`src/rtl/sat_counter.sv`:
```
// Saturating up-counter with synchronous active-high reset.
// Ports:
//   i_clk   : rising-edge clock
//   i_reset : synchronous reset, clears the count
//   i_inc   : add one this cycle (ignored once the count is all-ones)
//   o_count : current count
module sat_counter #(
    parameter int W = 16
) (
    input  logic         i_clk,
    input  logic         i_reset,
    input  logic         i_inc,
    output logic [W-1:0] o_count
);

    logic [W-1:0] r_count;

    always_ff @(posedge i_clk) begin
        if (i_reset) begin
            r_count <= '0;
        end else if (i_inc && !(&r_count)) begin
            r_count <= r_count + W'(1);
        end
    end

    assign o_count = r_count;

endmodule

```
`config.mk`:
```
export PLATFORM = sky130hd
export DESIGN_NAME = sat_counter
export DESIGN_NICKNAME = d
export VERILOG_FILES = /design/src/rtl/sat_counter.sv
export SDC_FILE = /design/constraint.sdc
export NUM_CORES = 1
export LEC_CHECK = 0
export ABC_AREA = 1
export CAP_MARGIN = 0
export CORE_MARGIN = 2
export CORE_UTILIZATION = 40
export CTS_CLUSTER_DIAMETER = 50
export CTS_CLUSTER_SIZE = 10
export DETAILED_ROUTE_END_ITERATION = 16
export GPL_ROUTABILITY_DRIVEN = 0
export GPL_TIMING_DRIVEN = 0
export PLACE_DENSITY = 0.73
export SLEW_MARGIN = 20
export SYNTH_ARGS = -nofsm -noshare
export SYNTH_HDL_FRONTEND = slang
export SYNTH_SLANG_ARGS = --single-unit
```
`constraint.sdc`:
```
create_clock -name i_clk -period 2.6 [get_ports i_clk]
set_input_delay 0.52 -clock i_clk [delete_from_list [all_inputs] [get_ports i_clk]]
set_output_delay 0.52 -clock i_clk [all_outputs]
set_load 0.01 [all_outputs]
```
==> results.json <==
{
  "run_status": "finished, final reports clean",
  "hold_depth": 2,
  "setup-tns-final_ps": 0,
  "ios": 19,
  "avgViaCountPerCell": 4.96,
  "grt_pass1_vias": 838,
  "path_cells": "clkdlybuf4s50_1",
  "ys_ff_latch": 16,
  "maxCapViolCount": 0,
  "postCtsSetupRepairBufs": 0,
  "grt_pass1_wl_um": 3640,
  "ir_drop_v": 0.000222,
  "clkTransAtPathRegs_ps": 90,
  "cts_tree": "built",
  "start_kind": "flip-flop",
  "leakagePower_nw": 0.446,
  "max_stage_delay_ps": 590,
  "seqCellArea_um2": 320,
  "worst_ep_arrival_time_ps": 1350,
  "die_width_um": 53.5,
  "syn_area_um2": 978,
  "route.detailed.drc": 0,
  "required_ps": 2080,
  "dp_hpwl_um": 1660,
  "skew_ps": 1.47,
  "cts_hold_buf": 0,
  "io_buffers": 18,
  "p_per_area_nw_per_um2": 341,
  "synth-async-reset-ratio": 0,
  "crit_type": "flip-flop to primary output",
  "cts_resized": 0,
  "r2r_start": "o_count[0]",
  "drv_slew": 0,
  "syn_inst": 146,
  "die-height_um": 53.5,
  "initial_core_util": 0.434,
  "fin_crit_ps": 1870,
  "grt-ovfl-total": 0,
  "cts_buffer_depth": 2,
  "hold_path.class": "flip-flop to flip-flop",
  "drive_gt1_frac": 0.150,
  "largest_reg_flops": 16,
  "relSlewSlack": 0.809,
  "drt_iter0_markers": 21,
  "setup_viol": 0,
  "worst_slew_pin_slew_ps": 285,
  "yosysSeqAreaShare": 0.327,
  "end_kind": "primary output",
  "vias": 967,
  "synth_area_leader_cell": "dfxtp_1",
  "final_core_util": 0.539,
  "critPathTopFamily": "buffers and inverters",
  "crit_end": "o_count[11]",
  "diodes": 0,
  "multi_input_area_um2": 587,
  "synth_nets": 150,
  "finalCritPeriodShare": 0.721,
  "hold_viol": 0,
  "yosys.cell_types.count": 21,
  "crit_start": "o_count[11]",
  "h-tree-depth": 1,
  "synth_edf_count": 0,
  "clock-root-buffer": "clkbuf_4",
  "reg2reg_depth": 8,
  "p_total_mw": 0.415,
  "fin_cells": 195,
  "cp_num_buf_inv": 1,
  "core_area_um2": 2250,
  "area_growth_pct": 24.3,
  "antenna_found_initial": 0,
  "r2r-end": "o_count[14]",
  "drt_wl_total_um": 2140,
  "grt_use_total": 0.179,
  "die_area_um2": 2860,
  "rsz0062_at_grt": "no",
  "syn_area_per_cell_um2": 6.70,
  "antenna_left": 0,
  "synthFlopType": "dfxtp_1",
  "cts_sinks": 16,
  "finalNetCount": 173,
  "min_from": "o_count[8]",
  "wl_per_cell_um": 11.0,
  "synth.area.top_cells": "dfxtp_1 (33%), nor2_1 (13%), nand2_1 (12%), nor2_4 (6.9%), nand3_1 (6.6%)",
  "nFillCells": 252,
  "r2r_setup_slack_ps": 1080,
  "whs_ps": 532,
  "yosysWarnings": 0,
  "placedCellCount": 192,
  "clk_latency_ps": 290,
  "num_rows": 17,
  "yosysTopAreaCellShare": 0.327,
  "fmax_mhz": 534,
  "cp_num_cells": 1,
  "slowest_stage": "clkdlybuf4s50_1",
  "cts-buffers-inserted": 3,
  "grt_max_degree": 11,
  "dr.pass1.iters": 4,
  "path_max_fanout": 6
}
## metrics by stage
stage	area, um2	setup slack (ps)
after floorplan	978	1170
after global placement	1190	616
after detailed placement	1190	588
after CTS	1220	718
after global routing	1220	666
final	1220	726
## layer usage
metal | vias to the layer above | GRT usage | share of wire
met4 | 0 | 0.111 | 0.026
met1 | 438 | 0.228 | 0.48
met5 | - | 0 | 0
met2 | 17 | 0.284 | 0.47
met3 | 5 | 0.0198 | 0.029
li1 | 507 | - | -
## cells by family after synthesis
kind of cell / after synthesis / share of synthesized area
DFF: 16 / 0.327
buffers and inverters: 16 / 0.0729
and+or+nand+nor: 96 / 0.488
adders and majority gates: 1 / 0.0128
AOI/OAI and AO/OA: 17 / 0.0985
## area by class of cell
cell class,count,share of cell area
clock buffers,3,0.0185
well taps,28,0.0288
repair buffers,18,0.148
multi-input cells,114,0.483
inverters,14,0.0432
plain buffers,2,0.0154
flip-flops and latches,16,0.263
## synthesized netlist by cell type, types with 2 or more instances
master	number
nor2_1	33
nand2_1	31
dfxtp_1	16
inv_1	13
nand3_1	13
a21oi_1	9
nand2_2	6
nor2_4	6
o21ai_0	3
a21oi_2	2
nand3_2	2
nand4_1	2
o21ai_1	2
## worst min-delay path by stage
stage                       endpoint  slack (ps)
after floorplan           o_count[8]         530
after global placement    o_count[8]         520
after detailed placement  o_count[8]         520
after CTS                 o_count[8]         540
after global routing      o_count[8]         570
final                     o_count[8]         530
## report_power, final
part,switching [mW],internal [mW]
Sequential,0.00394,0.248
Clock,0.0772,0.0539
Combinational,0.0171,0.0148
Total,0.0983,0.317
## placed cells by master, fill, tap and decap left out, drive strengths merged
cell	instances
o21ai	6
buf	1
nand4	3
nor2	40
nand2	37
nand3b	1
nand3	15
inv	14
a21oi	11
clkbuf	4
dfxtp	16
ha	1
clkdlybuf4s50	18
Note: power is estimated with default switching activity, not from simulation.
